**config.mk**
```make
export PLATFORM = sky130hd
export DESIGN_NAME = dmem_bridge
export DESIGN_NICKNAME = d
export VERILOG_FILES = /design/src/rtl/dmem_bridge.sv
export SDC_FILE = /design/constraint.sdc
export NUM_CORES = 1
export LEC_CHECK = 0
export BUFFER_PORTS_ARGS = -buffer_cell sky130_fd_sc_hd__buf_2
export CAP_MARGIN = 15
export CORE_AREA = 2 2 83 85
export DETAILED_ROUTE_END_ITERATION = 10
export DIE_AREA = 0 0 85 87
export SETUP_SLACK_MARGIN = 0.3
export SLEW_MARGIN = 40
export SYNTH_ARGS = -nofsm -noshare
export SYNTH_HDL_FRONTEND = slang
export SYNTH_SLANG_ARGS = --single-unit
```
**constraint.sdc**
```tcl
create_clock -name clk -period 2.4 [get_ports clk]
set_input_delay 0.36 -clock clk [delete_from_list [all_inputs] [get_ports clk]]
set_output_delay 0.36 -clock clk [all_outputs]
set_load 0.01 [all_outputs]
```
**src/rtl/dmem_bridge.sv**
```systemverilog
// rtl/dmem_bridge.sv - data-side bridge from the core to blockram, LED register and timer
// Optional timer block is compiled in when DMEM_BRIDGE_TIMER_EN is defined.
module dmem_bridge #(
  parameter int RAM_AW = 12,
  parameter int LED_W  = 6
) (
  input  logic             clk,
  input  logic             reset,
  input  logic             req,
  input  logic [31:0]      addr,
  input  logic [3:0]       be,
  input  logic [31:0]      wdata,
  input  logic             we,
  output logic [31:0]      rdata,
  output logic             ack,
  output logic             err,
  output logic             irq,
  output logic [31:0]      ram_addr,
  output logic [3:0]       ram_be,
  output logic [31:0]      ram_wdata,
  output logic             ram_we,
  input  logic [31:0]      ram_rdata,
  output logic [LED_W-1:0] led
);

  localparam logic [1:0] SEL_NONE = 2'd0;
  localparam logic [1:0] SEL_RAM  = 2'd1;
  localparam logic [1:0] SEL_LED  = 2'd2;
  localparam logic [1:0] SEL_TMR  = 2'd3;

  localparam logic [29:0] LED_WADDR    = 30'h0400_0000;
  localparam logic [29:0] TCOUNT_WADDR = 30'h0400_0001;
  localparam logic [29:0] TCMP_WADDR   = 30'h0400_0002;
  localparam logic [29:0] TSTAT_WADDR  = 30'h0400_0003;

  function automatic logic [31:0] lane_merge(input logic [31:0] old_v,
                                             input logic [31:0] new_v,
                                             input logic [3:0]  lanes);
    logic [31:0] res;
    for (int i = 0; i < 4; i++)
      res[i*8 +: 8] = lanes[i] ? new_v[i*8 +: 8] : old_v[i*8 +: 8];
    return res;
  endfunction

  logic             ram_hit;
  logic             led_hit;
  logic             cnt_hit;
  logic             cmp_hit;
  logic             stat_hit;
  logic             tmr_hit;
  logic             mapped;
  logic             wr;
  logic [1:0]       sel;
  logic [1:0]       sel_next;
  logic [31:0]      mmio_q;
  logic [31:0]      mmio_rd;
  logic [31:0]      tmr_rd;
  logic [LED_W-1:0] led_reg;

  assign ram_hit  = (addr[31:RAM_AW] == '0);
  assign led_hit  = (addr[31:2] == LED_WADDR);
  assign cnt_hit  = (addr[31:2] == TCOUNT_WADDR);
  assign cmp_hit  = (addr[31:2] == TCMP_WADDR);
  assign stat_hit = (addr[31:2] == TSTAT_WADDR);
  assign tmr_hit  = cnt_hit | cmp_hit | stat_hit;
  assign mapped   = ram_hit | led_hit | tmr_hit;
  assign wr       = req & we;

  // RAM side sees the core directly; only the write strobe is qualified.
  assign ram_addr  = addr;
  assign ram_be    = be;
  assign ram_wdata = wdata;
  assign ram_we    = req & we & ram_hit & ~reset;

`ifdef DMEM_BRIDGE_TIMER_EN
  logic [31:0] tcount;
  logic [31:0] tcmp;
  logic        ten;
  logic        tflag;
  logic [31:0] cnt_next;
  logic [31:0] cmp_next;
  logic        en_next;
  logic        flag_next;
  logic        flag_clr;
  logic        match;

  always_comb begin
    cnt_next = ten ? tcount + 32'd1 : tcount;
    if (wr && cnt_hit)
      cnt_next = lane_merge(tcount, wdata, be);
    cmp_next = (wr && cmp_hit) ? lane_merge(tcmp, wdata, be) : tcmp;
    en_next  = (wr && stat_hit && be[0]) ? wdata[1] : ten;
    flag_clr = wr & stat_hit & be[0] & wdata[0];
    match    = ten & (cnt_next == cmp_next);
    // A match in the same cycle as a write-1-clear keeps the flag set.
    flag_next = match | (tflag & ~flag_clr);
  end

  always_ff @(posedge clk) begin
    if (reset) begin
      tcount <= 32'd0;
      tcmp   <= 32'hFFFF_FFFF;
      ten    <= 1'b0;
      tflag  <= 1'b0;
    end else begin
      tcount <= cnt_next;
      tcmp   <= cmp_next;
      ten    <= en_next;
      tflag  <= flag_next;
    end
  end

  always_comb begin
    tmr_rd = 32'd0;
    if (cnt_hit)
      tmr_rd = tcount;
    else if (cmp_hit)
      tmr_rd = tcmp;
    else if (stat_hit)
      tmr_rd = {30'd0, ten, tflag};
  end

  assign irq = tflag;
`else
  assign tmr_rd = 32'd0;
  assign irq    = 1'b0;
`endif

  always_comb begin
    mmio_rd  = 32'd0;
    sel_next = SEL_NONE;
    if (req) begin
      if (ram_hit) begin
        sel_next = SEL_RAM;
      end else if (led_hit) begin
        sel_next = SEL_LED;
        mmio_rd  = {{(32-LED_W){1'b0}}, led_reg};
      end else if (tmr_hit) begin
        sel_next = SEL_TMR;
        mmio_rd  = tmr_rd;
      end
    end
  end

  always_ff @(posedge clk) begin
    if (reset) begin
      sel     <= SEL_NONE;
      mmio_q  <= 32'd0;
      ack     <= 1'b0;
      err     <= 1'b0;
      led_reg <= '0;
    end else begin
      sel    <= sel_next;
      mmio_q <= mmio_rd;
      ack    <= req;
      err    <= req & ~mapped;
      if (wr && led_hit && be[0])
        led_reg <= wdata[LED_W-1:0];
    end
  end

  assign rdata = (sel == SEL_RAM) ? ram_rdata : mmio_q;
  assign led   = ~led_reg;

endmodule

```
==> results of run 1 <==
cells by family (layout without fill, tap and decap cells):
group,count (synthesis),in the layout,share of synthesized area (%)
buffers and inverters,80,163,38.0
AOI/OAI and AO/OA,2,2,1.02
other,1,1,0.255
muxes,12,12,8.67
and+or+nand+nor,67,67,30.3
DFF,16,16,21.8
cells in the final DEF, fill, tap and decap left out, types with 2 or more instances in the layout:
cell,Yosys,layout
sky130_fd_sc_hd__buf_2,0,150
sky130_fd_sc_hd__and2_1,32,32
sky130_fd_sc_hd__dfxtp_1,16,16
sky130_fd_sc_hd__nand2b_1,13,13
sky130_fd_sc_hd__inv_1,7,7
sky130_fd_sc_hd__mux2_2,6,6
sky130_fd_sc_hd__mux2i_1,6,6
sky130_fd_sc_hd__nor4_1,4,4
sky130_fd_sc_hd__clkbuf_8,0,4
sky130_fd_sc_hd__nor4_2,3,3
sky130_fd_sc_hd__nor2_1,3,3
sky130_fd_sc_hd__nor3_1,2,2
sky130_fd_sc_hd__nand4_1,2,2
sky130_fd_sc_hd__buf_4,69,2
synth_stat cells, drive strengths merged:
master	number	share of area (%)
nor2b	1	0.43
buf	69	35
and2	32	14
clkbuf	4	1.0
nand3	2	1.0
or2	1	0.43
mux2i	6	4.1
conb	1	0.25
nand2	1	0.25
a211oi	1	0.51
nor3	2	0.68
nor4	8	5.7
a21boi	1	0.51
and3b	1	0.59
nor2	3	0.76
dfxtp	16	22
inv	7	1.8
mux2	6	4.6
nor3b	1	0.51
nand4	2	0.85
nand2b	13	5.5
worst max-delay path, cell delays in order (launching register included):
cell                      delay (ns)
sky130_fd_sc_hd__dfxtp_1        0.30
sky130_fd_sc_hd__nor2b_2        0.45
sky130_fd_sc_hd__buf_4          0.29
sky130_fd_sc_hd__and2_1         0.17
sky130_fd_sc_hd__buf_2          0.13
power groups by stage:
stage | clock network, mW | logic [mW] | registers (mW)
floorplan | 0 | 0.133 | 0.275
global placement | 0 | 0.133 | 0.274
detailed placement | 0 | 0.134 | 0.274
CTS | 0.238 | 0.134 | 0.268
global route | 0.246 | 0.146 | 0.268
finish | 0.232 | 0.132 | 0.268
per-layer routing:
metal | vias to the layer above | share of wire, %
met5 | - | 0.30
met4 | 2 | 0.55
met3 | 6 | 13
met2 | 114 | 54
met1 | 556 | 32
li1 | 662 | -
worst max path at each step:
stage                 endpoint  slack (ns)  cells after the start
floorplan           led_reg[0]        0.81                      4
global placement    led_reg[0]        0.52                      5
detailed placement  led_reg[4]        0.44                      5
CTS                  rdata[30]        0.37                      4
global route         rdata[30]        0.33                      4
finish               rdata[30]        0.45                      4
final cells by class:
class / count / area share (%)
clock buffer: 4 / 2.95
inverter: 7 / 1.41
tap: 80 / 5.37
multi-input combinational: 82 / 32.0
timing repair buffer: 152 / 41.1
sequential: 16 / 17.2
==> flow_summary.yaml, run 1 <==
placed_design:
  dpl_cell_area_um2: 1810
  placed_cells: 337
  placement.io_buffers: 150
  gp_congestion: 0.680
  place_worst_setup_slack_ns: 0.443
timing:
  fin_tns_setup_ns: 0
  worst_slew_margin_rel_pct: 62.4
  setup_ws_ns: 0.454
  slew_at_the_pin_with_the_worst_max_slew_slack_ns: 0.559
  final.hold.worst_slack_ns: 0.376
  worst_clock_skew_ns: 0.00385
  fin_crit_sh_pct: 81.1
  finalWorstPathRequiredPeriod_ns: 1.95
  slew_viol_final: 0
  timing.final.setup_violations: 0
  grt_setup_unrepaired: "false"
  fmax_mhz: 514
  finalHoldViolations: 0
worst_setup_path:
  reg2regPathDepth: 2
  timing.rr.start: "led_reg[4]"
  timing.reg2reg.setup_slack_ns: 1.75
  critPathKind: "flip-flop to output pin"
  worst_setup_path_start_kind: "flip-flop"
  capture_point_of_the_worst_reg_to_reg_path: "led_reg[4]"
  critPathArrivalTime_ns: 1.59
  worst-path-max-fanout: 20
  timing.critical_path.required_ns: 2.04
  critical_path.startpoint: "sel[0]"
  worst_setup_end_kind: "output pin"
global_routing:
  grt.total_usage_pct: 9.48
  grt_first_pass_wirelength_mm: 5.63
  grt_remaining_overflow: 0
  globalRouteMet2Util_pct: 19.8
  met3_use_gr_pct: 3.03
  first_global_vias: 1144
  gr-max-usage-layer: "met2"
  antenna_found_initial: 1
  grt_start_max_net_pins: 21
  grt_use_met1_pct: 8.50
cells_and_area:
  layout_cell_share_with_drive_strength_beyond_1_pct: 64.8
  n_fill_cell: 719
  synthToLayoutAreaGrowth_pct: 26.5
  stdcell_count: 341
  multi_input_comb_area_um2: 596
  design_area_um2: 1860
  ff_latch_area_um2: 320
  nets_finish: 366
  utilization_pct: 28.4
  antenna_cells_inserted: 0
hold_path:
  hold-path-cell-count: 3
  hold_path_startpoint: "wdata[2]"
  hold_path_end: "led_reg[2]"
  hold_path_class: "input port to flip-flop"
drt:
  route.detailed.drc: 0
  via_per_inst: 3.93
  routed_wire_length_per_instance_um: 11.8
  route.antenna.remaining_nets: 0
  via_count: 1340
  total_iterations_of_the_first_detailed_routing_run: 4
  detail_route.iter0.violations: 10
  finalWirelength_mm: 4.04
synthesis:
  synthDistinctLibCells: 24
  yosys_warnings: 0
  mappedNetlistArea_um2: 1470
  synth_seq_area_share_pct: 21.8
  synth_seq_cells: 16
  netlist_instances: 178
  syn-num-nets: 282
  avgSynthCellArea_um2: 8.27
power:
  seq_power_share_pct: 42.4
  power_frac_clock_pct: 36.7
  leakagePower_nw: 1.02
  internal_power_mw: 0.484
  vdd_drop_max_uv: 178
  power_per_cell_area_nw_per_um2: 339
  comb_power_share_pct: 20.9
  swShare_pct: 23.4
  total_switching_power_mw: 0.148
  power_mw: 0.632
clock_network:
  tritoncts: "done"
  clock_tree.htree_level_count: 1
  worst_setup_hold_path_clk_slew_ns: 0.06
  worstSkewPairLatency_ns: 0.24
  clock_path_buffers: 2
  cts.repair_timing.setup_buffer_count: 0
  hold_buffers: 0
  clock_sink_count: 16
  numCtsBuffers: 3
  postCtsResizedCells: 0
  cts-root-buf: "sky130_fd_sc_hd__clkbuf_8"
die:
  placement_rows: 30
  starting_density_of_the_core_pct: 22.4
  fp.coreArea_um2: 6570
  ioPinCount: 214
  design.die.area_um2: 7400
  die_y_um: 87
  die_w_um: 85
status:
  status: "complete, no violations"
run:
  max_cap_viol_count: 0
No activity file was read; power rests on OpenSTA's default activity.
==> run 2: changes to the inputs <==
- ABC_AREA: unset -> 1
- PLACE_DENSITY: unset -> 0.65
- clock period: 2.4 -> 2 ns (I/O delays scaled with it)
==> flow_summary.yaml, run 2 <==
worst_setup_path:
  worst-path-max-fanout: 11
  critPathArrivalTime_ns: 1.29
  timing.critical_path.required_ns: 1.70
  critPathKind: "flip-flop to output pin"
  worst_setup_end_kind: "output pin"
  worst_setup_path_start_kind: "flip-flop"
  critical_path.startpoint: "sel[1]"
  timing.rr.start: "led_reg[5]"
timing:
  fin_tns_setup_ns: 0
  worst_clock_skew_ns: 0.00213
  grt_setup_unrepaired: "false"
  slew_at_the_pin_with_the_worst_max_slew_slack_ns: 0.720
  worst_slew_margin_rel_pct: 51.8
  finalHoldViolations: 0
  fin_crit_sh_pct: 79.4
  fmax_mhz: 630
  final.hold.worst_slack_ns: 0.321
  slew_viol_final: 0
  timing.final.setup_violations: 0
  finalWorstPathRequiredPeriod_ns: 1.59
cells_and_area:
  synthToLayoutAreaGrowth_pct: 24.9
  nets_finish: 430
  antenna_cells_inserted: 0
  design_area_um2: 1920
  final_cell_mix: "sky130_fd_sc_hd__buf_2, sky130_fd_sc_hd__nor2_1, sky130_fd_sc_hd__inv_1, sky130_fd_sc_hd__nand2_1, sky130_fd_sc_hd__dfxtp_1"
  most_common_library_cell_in_the_layout_ignoring_fill_and_taps: "sky130_fd_sc_hd__buf_2"
  utilization_pct: 29.2
  n_fill_cell: 743
  layout_cell_share_with_drive_strength_beyond_1_pct: 52.3
synthesis:
  synthDominantAreaCellType: "sky130_fd_sc_hd__buf_4"
  synth-async-reset-ratio_pct: 0
  synth_flop_cell: "sky130_fd_sc_hd__dfxtp_1"
  mappedNetlistArea_um2: 1540
  synth_edf_count: 0
  synth_seq_cells: 16
  ys_top_cells_by_area: "sky130_fd_sc_hd__buf_4, sky130_fd_sc_hd__dfxtp_1, sky130_fd_sc_hd__nor2_1"
  synth_largest_type_area_fraction_pct: 33.7
  yosys_warnings: 0
  synth_seq_area_share_pct: 20.8
  synth.most_common_cell: "sky130_fd_sc_hd__buf_4"
  synth.top_cells.by_count: "sky130_fd_sc_hd__buf_4, sky130_fd_sc_hd__nor2_1, sky130_fd_sc_hd__inv_1"
  synthDistinctLibCells: 19
  avgSynthCellArea_um2: 6.32
  netlist_instances: 243
  syn-num-nets: 347
power:
  internal_power_mw: 0.585
  power_mw: 0.784
  power_frac_clock_pct: 36.5
  power_per_cell_area_nw_per_um2: 408
  leakagePower_nw: 1.20
  comb_power_share_pct: 22.5
  seq_power_share_pct: 41.0
  swShare_pct: 25.4
  vdd_drop_max_uv: 163
  total_switching_power_mw: 0.199
die:
  ioPinCount: 214
  fp.coreArea_um2: 6570
  design.die.area_um2: 7400
  placement_rows: 30
  starting_density_of_the_core_pct: 23.4
  die_w_um: 85
  die_y_um: 87
hold_path:
  hold_path_class: "input port to flip-flop"
  hold_path_startpoint: "req"
drt:
  detail_route.iter0.violations: 22
  route.detailed.drc: 0
  route.antenna.remaining_nets: 0
  total_iterations_of_the_first_detailed_routing_run: 4
  finalWirelength_mm: 4.51
  via_per_inst: 3.78
  routed_wire_length_per_instance_um: 11.1
  via_count: 1531
global_routing:
  antenna_found_initial: 0
  grt_start_max_net_pins: 15
  grt_remaining_overflow: 0
  first_global_vias: 1264
  grt.total_usage_pct: 10.6
  grt_first_pass_wirelength_mm: 6.26
clock_network:
  postCtsResizedCells: 1
  clock_sink_count: 16
  clock_path_buffers: 2
  numCtsBuffers: 3
  worst_setup_hold_path_clk_slew_ns: 0.06
  hold_buffers: 0
  cts-root-buf: "sky130_fd_sc_hd__clkbuf_8"
  worstSkewPairLatency_ns: 0.25
  cts.repair_timing.setup_buffer_count: 0
  clock_tree.htree_level_count: 1
  tritoncts: "done"
status:
  status: "complete, no violations"
run:
  max_cap_viol_count: 0
placed_design:
  gp_congestion: 0.685
  dpl_cell_area_um2: 1850
  placement.io_buffers: 150
  dp_hpwl_mm: 4.08
==> run 2: final timing paths <==
kind,endpoint,slack [ns],depth (start not counted)
max,rdata[2],0.41,4
min,sel[0],0.32,3
max reg2reg,led_reg[5],1.42,2
min reg2reg,mmio_q[3],0.46,2
==> run 2: logic make-up after synthesis <==
kind of cell	synth area share, %
flops	20.8
buf+inv	46.7
compound gates	2.85
mux	4.40
other cells	0.244
simple gates	24.9
==> run 2: per-layer routing <==
layer,GRT usage (%),part of all wire (%)
met5,0,0
met4,4.47,2.4
met3,2.27,11
met2,21.7,55
met1,10.1,32
==> run 2: worst max-delay path: stages, from the launching register on <==
cell and delay (ns):
sky130_fd_sc_hd__dfxtp_1 0.30, sky130_fd_sc_hd__inv_1 0.04, sky130_fd_sc_hd__nand2_2 0.19, sky130_fd_sc_hd__mux2_2 0.36, sky130_fd_sc_hd__buf_2 0.14
==> run 2: per-stage QoR <==
step | std cells | setup slack, ns
final | 405 | 0.412
after global routing | 405 | 0.308
after CTS | 405 | 0.384
after detailed placement | 401 | 0.353
after global placement | 401 | 0.371
after floorplan | 243 | 0.655
==> run 2: power groups by stage <==
stage          combinational [mW]  clock [mW]  sequential, mW
2_1_floorplan               0.177           0           0.330
3_3_place_gp                0.175           0           0.328
3_5_place_dp                0.177           0           0.328
4_1_cts                     0.178       0.289           0.321
5_1_grt                     0.197       0.302           0.321
6_report                    0.176       0.286           0.321
==> run 2: cell type report <==
type / instances / area [µm²] / share of cell area [%]
Tap cell: 80 / 100 / 5.22
Sequential cell: 16 / 320 / 16.7
Clock buffer: 4 / 55.1 / 2.87
Timing Repair Buffer: 152 / 766 / 39.9
Inverter: 44 / 165 / 8.60
Multi-Input combinational cell: 109 / 513 / 26.7
